**src/rtl/fpu_pkg.sv**
```systemverilog
// Shared FP32 constants and divider FSM states used by the FDIV.S datapath.
package fpu_pkg;
  localparam int FRAC_W  = 23;
  localparam int EXP_W   = 8;
  localparam int BIAS    = 127;
  localparam logic [7:0]  EXP_MAX = 8'hFF;
  localparam logic [31:0] QNAN    = 32'h7FC0_0000;

  typedef enum logic [1:0] {IDLE, UNPACK, DIV, ROUND} div_state_t;
endpackage

```
**src/rtl/fp32_round_pack.sv**
```systemverilog
// Normalises the 26-bit quotient, rounds to nearest-even and packs an FP32 result.
module fp32_round_pack
  import fpu_pkg::*;
(
  input  logic              s,
  input  logic signed [9:0] e,
  input  logic [25:0]       q,
  input  logic              sticky,
  output logic [31:0]       result
);
  logic signed [10:0] exp_n, exp_r;
  logic [22:0]        frac;
  logic [23:0]        frac_r;
  logic               g, st, inc;

  always_comb begin
    if (q[25]) begin
      frac  = q[24:2];
      g     = q[1];
      st    = q[0] | sticky;
      exp_n = {e[9], e};
    end else begin
      frac  = q[23:1];
      g     = q[0];
      st    = sticky;
      exp_n = {e[9], e} - 11'sd1;
    end
    inc    = g & (st | frac[0]);
    frac_r = {1'b0, frac} + {23'd0, inc};
    // a carry out of the fraction leaves it all-zero, so only the exponent moves
    exp_r  = exp_n + $signed({10'd0, frac_r[23]});
    if (exp_r >= 11'sd255)
      result = {s, EXP_MAX, 23'd0};
    else if (exp_r <= 11'sd0)
      result = {s, 31'd0};
    else
      result = {s, exp_r[7:0], frac_r[22:0]};
  end
endmodule

```
**src/rtl/div_fpu_flowchart.sv**
```systemverilog
// FP32 divider: restoring mantissa division at one quotient bit per clock, start/done handshake.
module div_fpu_flowchart
  import fpu_pkg::*;
(
  input  logic        clk,
  input  logic        rst,
  input  logic        start,
  input  logic [31:0] N1,
  input  logic [31:0] N2,
  output logic [31:0] result,
  output logic        busy,
  output logic        done
);
  div_state_t state, state_nx;

  logic [31:0]       a, b;
  logic              s;
  logic signed [9:0] e;
  logic [23:0]       mb;
  logic [25:0]       rem, q;
  logic [4:0]        cnt;
  logic              spec;
  logic [31:0]       spec_val;
  logic [31:0]       packed_res;

  logic [7:0] a_exp, b_exp;
  logic       a_zero, b_zero, a_inf, b_inf, a_nan, b_nan, sgn, is_spec;
  logic [31:0] sp_val;

  assign a_exp  = a[30:23];
  assign b_exp  = b[30:23];
  assign a_zero = (a_exp == 8'd0);
  assign b_zero = (b_exp == 8'd0);
  assign a_inf  = (a_exp == EXP_MAX) && (a[22:0] == 23'd0);
  assign b_inf  = (b_exp == EXP_MAX) && (b[22:0] == 23'd0);
  assign a_nan  = (a_exp == EXP_MAX) && (a[22:0] != 23'd0);
  assign b_nan  = (b_exp == EXP_MAX) && (b[22:0] != 23'd0);
  assign sgn    = a[31] ^ b[31];

  always_comb begin
    is_spec = 1'b1;
    sp_val  = {sgn, 31'd0};
    if (a_nan || b_nan || (a_zero && b_zero) || (a_inf && b_inf))
      sp_val = QNAN;
    else if (a_inf || b_zero)
      sp_val = {sgn, EXP_MAX, 23'd0};
    else if (a_zero || b_inf)
      sp_val = {sgn, 31'd0};
    else
      is_spec = 1'b0;
  end

  always_ff @(posedge clk or posedge rst)
    if (rst) state <= IDLE;
    else     state <= state_nx;

  always_comb begin
    state_nx = state;
    case (state)
      IDLE:    if (start) state_nx = UNPACK;
      UNPACK:  state_nx = is_spec ? ROUND : DIV;
      DIV:     if (cnt == 5'd25) state_nx = ROUND;
      ROUND:   state_nx = IDLE;
      default: state_nx = IDLE;
    endcase
  end

  always_comb busy = (state != IDLE);

  always_ff @(posedge clk or posedge rst) begin
    if (rst) begin
      a <= '0; b <= '0; s <= 1'b0; e <= '0; mb <= '0;
      rem <= '0; q <= '0; cnt <= '0; spec <= 1'b0; spec_val <= '0;
      result <= '0; done <= 1'b0;
    end else begin
      done <= 1'b0;
      case (state)
        IDLE: if (start) begin
          a <= N1;
          b <= N2;
        end
        UNPACK: begin
          s        <= sgn;
          e        <= $signed({2'b00, a_exp} - {2'b00, b_exp} + 10'd127);
          rem      <= {2'b00, 1'b1, a[22:0]};
          mb       <= {1'b1, b[22:0]};
          q        <= '0;
          cnt      <= '0;
          spec     <= is_spec;
          spec_val <= sp_val;
        end
        DIV: begin
          // remainder stays below 2*mb, so 26 bits never overflow on the shift
          if (rem >= {2'b00, mb}) begin
            q   <= {q[24:0], 1'b1};
            rem <= (rem - {2'b00, mb}) << 1;
          end else begin
            q   <= {q[24:0], 1'b0};
            rem <= rem << 1;
          end
          cnt <= cnt + 5'd1;
        end
        ROUND: begin
          result <= spec ? spec_val : packed_res;
          done   <= 1'b1;
        end
        default: ;
      endcase
    end
  end

  fp32_round_pack u_round (
    .s      (s),
    .e      (e),
    .q      (q),
    .sticky (rem != 26'd0),
    .result (packed_res)
  );
endmodule

```
**config.mk**
```make
export PLATFORM = sky130hd
export DESIGN_NAME = div_fpu_flowchart
export DESIGN_NICKNAME = d
export VERILOG_FILES = /design/src/rtl/fpu_pkg.sv /design/src/rtl/fp32_round_pack.sv /design/src/rtl/div_fpu_flowchart.sv
export SDC_FILE = /design/constraint.sdc
export NUM_CORES = 1
export LEC_CHECK = 0
export BUFFER_PORTS_ARGS = -buffer_cell sky130_fd_sc_hd__buf_4
export CORE_MARGIN = 2
export CORE_UTILIZATION = 40
export CTS_CLUSTER_SIZE = 8
export DETAILED_ROUTE_END_ITERATION = 7
export PLACE_DENSITY_LB_ADDON = 0.05
export SLEW_MARGIN = 30
export SYNTH_ARGS = -nofsm -noshare
export SYNTH_HDL_FRONTEND = slang
export SYNTH_SLANG_ARGS = --single-unit
```
**constraint.sdc**
```tcl
create_clock -name clk -period 8 [get_ports clk]
set_input_delay 0.8 -clock clk [delete_from_list [all_inputs] [get_ports clk]]
set_output_delay 0.8 -clock clk [all_outputs]
set_load 0.03 [all_outputs]
```
After elaboration in Yosys (flattened, before gate mapping). Index checks and enable logic that the tools add are counted.

Bits in registers: 224. Output and inout port bits: 34. Logic and storage cells: 80.

Add/sub/neg operators: 7. Magnitude comparators: 3. Equality and inequality tests: 8. Multiplexer cells: 22. Bitwise logic cells: 4. Reduce and logical (&&, ||, !) cells: 23.

Operators with widths (count): 26-bit case mux with 2 select lines (2); 31-bit 2-to-1 mux (3); 32-bit 2-to-1 mux (2); 23-bit zero test (2); 23-bit nonzero test (2); 26-bit by 24-bit greater-or-equal comparator with 1-bit output (1); 26-bit 2-to-1 mux (1); 26-bit nonzero test (1); 25-bit by 24-bit subtractor with 25-bit output (1); 23-bit by 1-bit adder with 24-bit output (1); 23-bit 2-to-1 mux (1); 8-bit equality test, second input constant (2); 8-bit zero test (2); 11-bit by 2-bit adder with 11-bit output (1); 11-bit by 9-bit greater-or-equal comparator with 1-bit output, second input constant (1); 11-bit by 1-bit <= comparator with 1-bit output, second input constant (1); 11-bit 2-to-1 mux (1); 10-bit by 2-bit subtractor with 11-bit output, second input constant (1); 9-bit by 8-bit adder with 10-bit output, second input constant (1); 5-bit case mux with 2 select lines (1); 8-bit by 8-bit subtractor with 9-bit output (1); 1-bit 2-to-1 mux (8); 2-bit case mux with 4 select lines (1); 1-bit logical AND (6); 13 further kinds (23).

Depth between registers and ports, before layout.
Depth in word-level cells: 11. Gate-level depth with buffers: 19. Depth with buffers taken out: 17.

Modules after synthesis. Synthesis repeated with hierarchy kept, for this count alone.

Cell total of the unflattened synthesis: 1353. Area, all modules: 12141.6 um^2.

By module, submodules not included: div_fpu_flowchart (times used 1, cells an instance 1046, area an instance 10014.6 um^2, sequential area each 4879.7 um^2); fp32_round_pack (times used 1, cells an instance 307, area an instance 2127.0 um^2, sequential area each 0.0 um^2).

Worst setup path after synthesis. No wires, ideal clock.

Path kind: register to register. Start: reg q[25]. End: reg result[23]. Library setup time: 126 ps. Arrival: 4136 ps. Data required time: 7874 ps. Slack: 3738 ps. Cell stages (with the launch flop): 17. Path buffers: 1. Period minus slack after synthesis: 4262 ps. Cells stage by stage: dfrtp_1 clkbuf_1 nand2b_1 a2111oi_1 and4_1 o21ai_1 nor3_1 nand2_1 nor2_1 ha_1 ha_1 and2_1 and3_1 and4b_1 o21ai_2 o311a_4 a221o_1.

Longest elaborated chain between the ends: 9.

Ends and longest elaborated chain: from (decl) (RTL line div_fpu_flowchart.sv:20) `logic [25:0] rem, q;`; from (signal assigned) (RTL line div_fpu_flowchart.sv:95) `q <= {q[24:0], 1'b1};`; from (signal assigned) (RTL line div_fpu_flowchart.sv:98) `q <= {q[24:0], 1'b0};`; 1-bit 2-to-1 mux or 23-bit 2-to-1 mux (tied branches) (RTL line fp32_round_pack.sv:17) `if (q[25]) begin`; 1-bit bitwise OR (RTL line fp32_round_pack.sv:28) `inc = g & (st | frac[0]);`; 1-bit AND (RTL line fp32_round_pack.sv:28); 23-bit by 1-bit adder with 24-bit output (RTL line fp32_round_pack.sv:29) `frac_r = {1'b0, frac} + {23'd0, inc};`; 11-bit by 2-bit adder with 11-bit output * (RTL line fp32_round_pack.sv:31) `exp_r = exp_n + $signed({10'd0, frac_r[23]});`; 11-bit by 1-bit <= comparator with 1-bit output (RTL line fp32_round_pack.sv:34) `else if (exp_r <= 11'sd0)`; 31-bit 2-to-1 mux (RTL line fp32_round_pack.sv:34); 31-bit 2-to-1 mux * (RTL line fp32_round_pack.sv:32) `if (exp_r >= 11'sd255)`; 32-bit 2-to-1 mux * (RTL line div_fpu_flowchart.sv:104) `result <= spec ? spec_val : packed_res;`; to (signal assigned) (RTL line div_fpu_flowchart.sv:104); to (decl) (RTL line div_fpu_flowchart.sv:10) `output logic [31:0] result,`.

Every way passes the cells marked *; elsewhere a longest branch is shown, timed or not. A chain may end at the register's enable or synchronous reset.

Worst setup path in the final report.
Start: reg q[25]. End: reg result[22].

Longest elaborated chain between the ends: 9.

Ends and longest elaborated chain (RTL line): 1-bit 2-to-1 mux or 23-bit 2-to-1 mux (tied branches) (fp32_round_pack.sv:17); 1-bit bitwise OR (fp32_round_pack.sv:28); 1-bit AND (fp32_round_pack.sv:28); 23-bit by 1-bit adder with 24-bit output (fp32_round_pack.sv:29); 11-bit by 2-bit adder with 11-bit output (fp32_round_pack.sv:31); 11-bit by 1-bit <= comparator with 1-bit output (fp32_round_pack.sv:34); 31-bit 2-to-1 mux (fp32_round_pack.sv:34); 31-bit 2-to-1 mux * (fp32_round_pack.sv:32); 32-bit 2-to-1 mux * (div_fpu_flowchart.sv:104).

Marked as above.

==> results_dict.tcl <==
set metrics [dict create \
    reg2reg_depth 16 \
    area_growth_pct 15.4 \
    synth_top_area_share 0.432 \
    yosysWarningCount 0 \
    grt_max_degree 120 \
    pwr-share-comb 0.550 \
    ir_drop_v 0.000244 \
    synth.area.mux_share 0.0990 \
    synth.ff_latch_count 195 \
    hpwlAfterDp_um 19500 \
    ios 101 \
    postRouteAntennaNets 0 \
    place_area_mm2 0.0124 \
    p_int_mw 3.15 \
    antenna_found_initial 0 \
    cap_violations 0 \
    fin_util 0.469 \
    clock_skew_ns 0.0173 \
    stdcell_count 1643 \
    cp.arrival_ns 5.19 \
    min_period_ns 4.88 \
    synth_top_cell_by_area "dfrtp_1" \
    grt_pass1_vias 8683 \
    syn_area_per_cell_um2 9.53 \
    fin_tns_setup_ns 0 \
    synthCells 1186 \
    synthArstFlopShare 1.00 \
    insertedDiodeCount 0 \
    layout-drive-gt1-share 0.179 \
    synth-seq-area-share 0.432 \
    final_max_slew_viol_count 0 \
    grtUsageTotal 0.193 \
    netlist_area_mm2 0.0113 \
    initial_utilization 0.407 \
    post-synth-top-count-cell "dfrtp_1" \
    final_hold_viol_count 0 \
    synth_fp_nets 1299 \
    fin_ws_ns 3.12 \
    worst_r2r_startpoint "q[25]" \
    slew_headroom 0.357 \
    p_per_area_mw_per_mm2 443 \
    placedCellCount 1610 \
    hp-class "primary input to asynchronous set/reset pin" \
    cts_buffer_depth 2 \
    clock_latency_ns 0.44 \
    fin_area_mm2 0.0130 \
    synth_top_family_by_area "compound AO/OA/AOI/OAI gates" \
    synth_area_leaders "dfrtp_1 43%, mux2_2 7.0%, ha_1 4.9%" \
    p_switching_mw 2.62 \
    grt_overflow 0 \
    die_x_um 172 \
    grt_setup_unrepaired "false" \
    clk_pin_slew_ns 0.08 \
    n_fill_cell 2731 \
    drt-vias-per-instance 5.27 \
    startpoint_type "flip-flop" \
    crit_start "q[25]" \
    remaining_drc_errors 0 \
    clkPwrFrac 0.157 \
    wire_per_inst_um 16.7 \
    cts_resized 0 \
    worstPathRequired_ns 8.30 \
    die_area_mm2 0.0296 \
    crit_type "flip-flop to flip-flop" \
    gp_congestion 0.863 \
    cts_sinks 195 \
    outcome "complete, no violations" \
    cts_tree "done" \
    grt_pass1_wl_um 45500 \
    drt_pre_antenna_iters 4 \
    die_h_um 172 \
    netSwitchingFraction 0.453 \
    synth-simple-area-share 0.145 \
    synth_compound_area_frac 0.165 \
    finalNetCount 1365 \
    pwr-share-seq 0.292 \
    synthFlopType "dfrtp_1" \
    htreeDepth 4 \
    p_leak_nw 5.54 \
    fmax_ghz 0.205 \
    cts_hold_buffers 0 \
    synth_fa_ha_area_frac 0.0522 \
    finalSetupViolCount 0 \
    cp-end-kind "flip-flop" \
    period_share 0.611 \
    cts_buffers 17 \
    cts_setup_buffers 0 \
    synth-edff-count 0 \
    cts-root-buf "clkbuf_16" \
    synth.distinct_cells 69 \
    vias 8655 \
    wirelength_um 27400 \
    synth_common_cells "195 x dfrtp_1, 101 x o21ai_0, 86 x inv_1" \
    tightest_slew_ns 0.962 \
    port-buffer-count 100 \
    critPathMaxFanout 21 \
    rows 61 \
    place_ws_ns 2.79 \
    synthXorXnorAreaFrac 0.0550 \
    drt_iter0_drc 461 \
    coreArea_mm2 0.0278 \
]
[power groups by stage]
stage,clock network [mW],registers [mW],logic (mW)
6_report,0.909,1.69,3.18
5_1_grt,0.979,1.74,3.59
4_1_cts,0.937,1.69,3.19
3_5_place_dp,0,1.71,3.17
3_3_place_gp,0,1.71,3.16
2_1_floorplan,0,1.63,2.49
[area by class of cell]
class | count | area (um^2) | share of cell area
flip-flops and latches | 195 | 4880 | 0.374
clock buffers | 17 | 425 | 0.0326
inverters | 87 | 334 | 0.0256
well taps | 378 | 473 | 0.0363
repair buffers | 108 | 838 | 0.0643
clock inverters | 15 | 214 | 0.0164
multi-input cells | 843 | 5880 | 0.451
[metrics by stage]
step           hold slack (ns)  total power, mW
6_report                 0.310             5.77
5_1_grt                  0.311             6.32
4_1_cts                  0.475             5.82
3_5_place_dp             0.455             4.88
3_3_place_gp             0.451             4.87
2_1_floorplan            0.426             4.12
[kinds of logic (layout without fill, tap and decap cells)]
family,count (synthesis),in the layout
flip-flops,195,195
multiplexers,103,103
XOR/XNOR,71,71
AO/OA/AOI/OAI,297,297
adder cells (fa/ha/maj),46,46
AND/OR/NAND/NOR,326,326
buffers and inverters,148,227
[registers in the layout, indices dropped and copies added (netlist names)]
signal,count
rem,26
result,32
s,1
q,26
mb,24
spec_val,3
a,32
spec,1
state,2
done,1
cnt,5
e,10
b,32
[final timing paths]
path / endpoint / slack (ns)
min in group clk: mb[23] / 0.47
hold reg to reg: mb[23] / 0.47
max in group asynchronous: rem[16] / 6.73
setup reg to reg: result[22] / 3.12
hold / removal: result[24] / 0.31
setup / recovery: result[22] / 3.12
[worst max-delay path, cell delays in order, from the launching register on]
cell	delay, ns
dfrtp_2	0.53
nand2b_1	0.27
a2111oi_2	0.57
and4_1	0.31
o21ai_1	0.14
nor3_1	0.43
nand2_1	0.17
nor2_1	0.16
ha_1	0.22
ha_1	0.24
and2_1	0.26
and3_1	0.22
and4b_1	0.25
o21ai_2	0.08
o311a_4	0.42
nand2_2	0.34
o21ai_0	0.15
[per-layer routing]
metal,vias up,share of wire,track usage
met1,4119,0.47,0.264
li1,4377,-,-
met3,23,0.030,0.0282
met4,0,0.017,0.0471
met5,-,0,0
met2,136,0.48,0.324
[cell usage in the layout, fill, tap and decap left out, types with 25 or more instances in the layout]
master	n
dfrtp_1	194
buf_4	105
o21ai_0	101
inv_1	84
nand2_1	75
mux2_2	70
a21oi_1	66
nor2_1	61
nand3_1	58
xnor2_1	49
ha_1	42
mux2i_1	33
nor2b_1	29
a31oi_1	25
(Power assumes the default switching activity.)
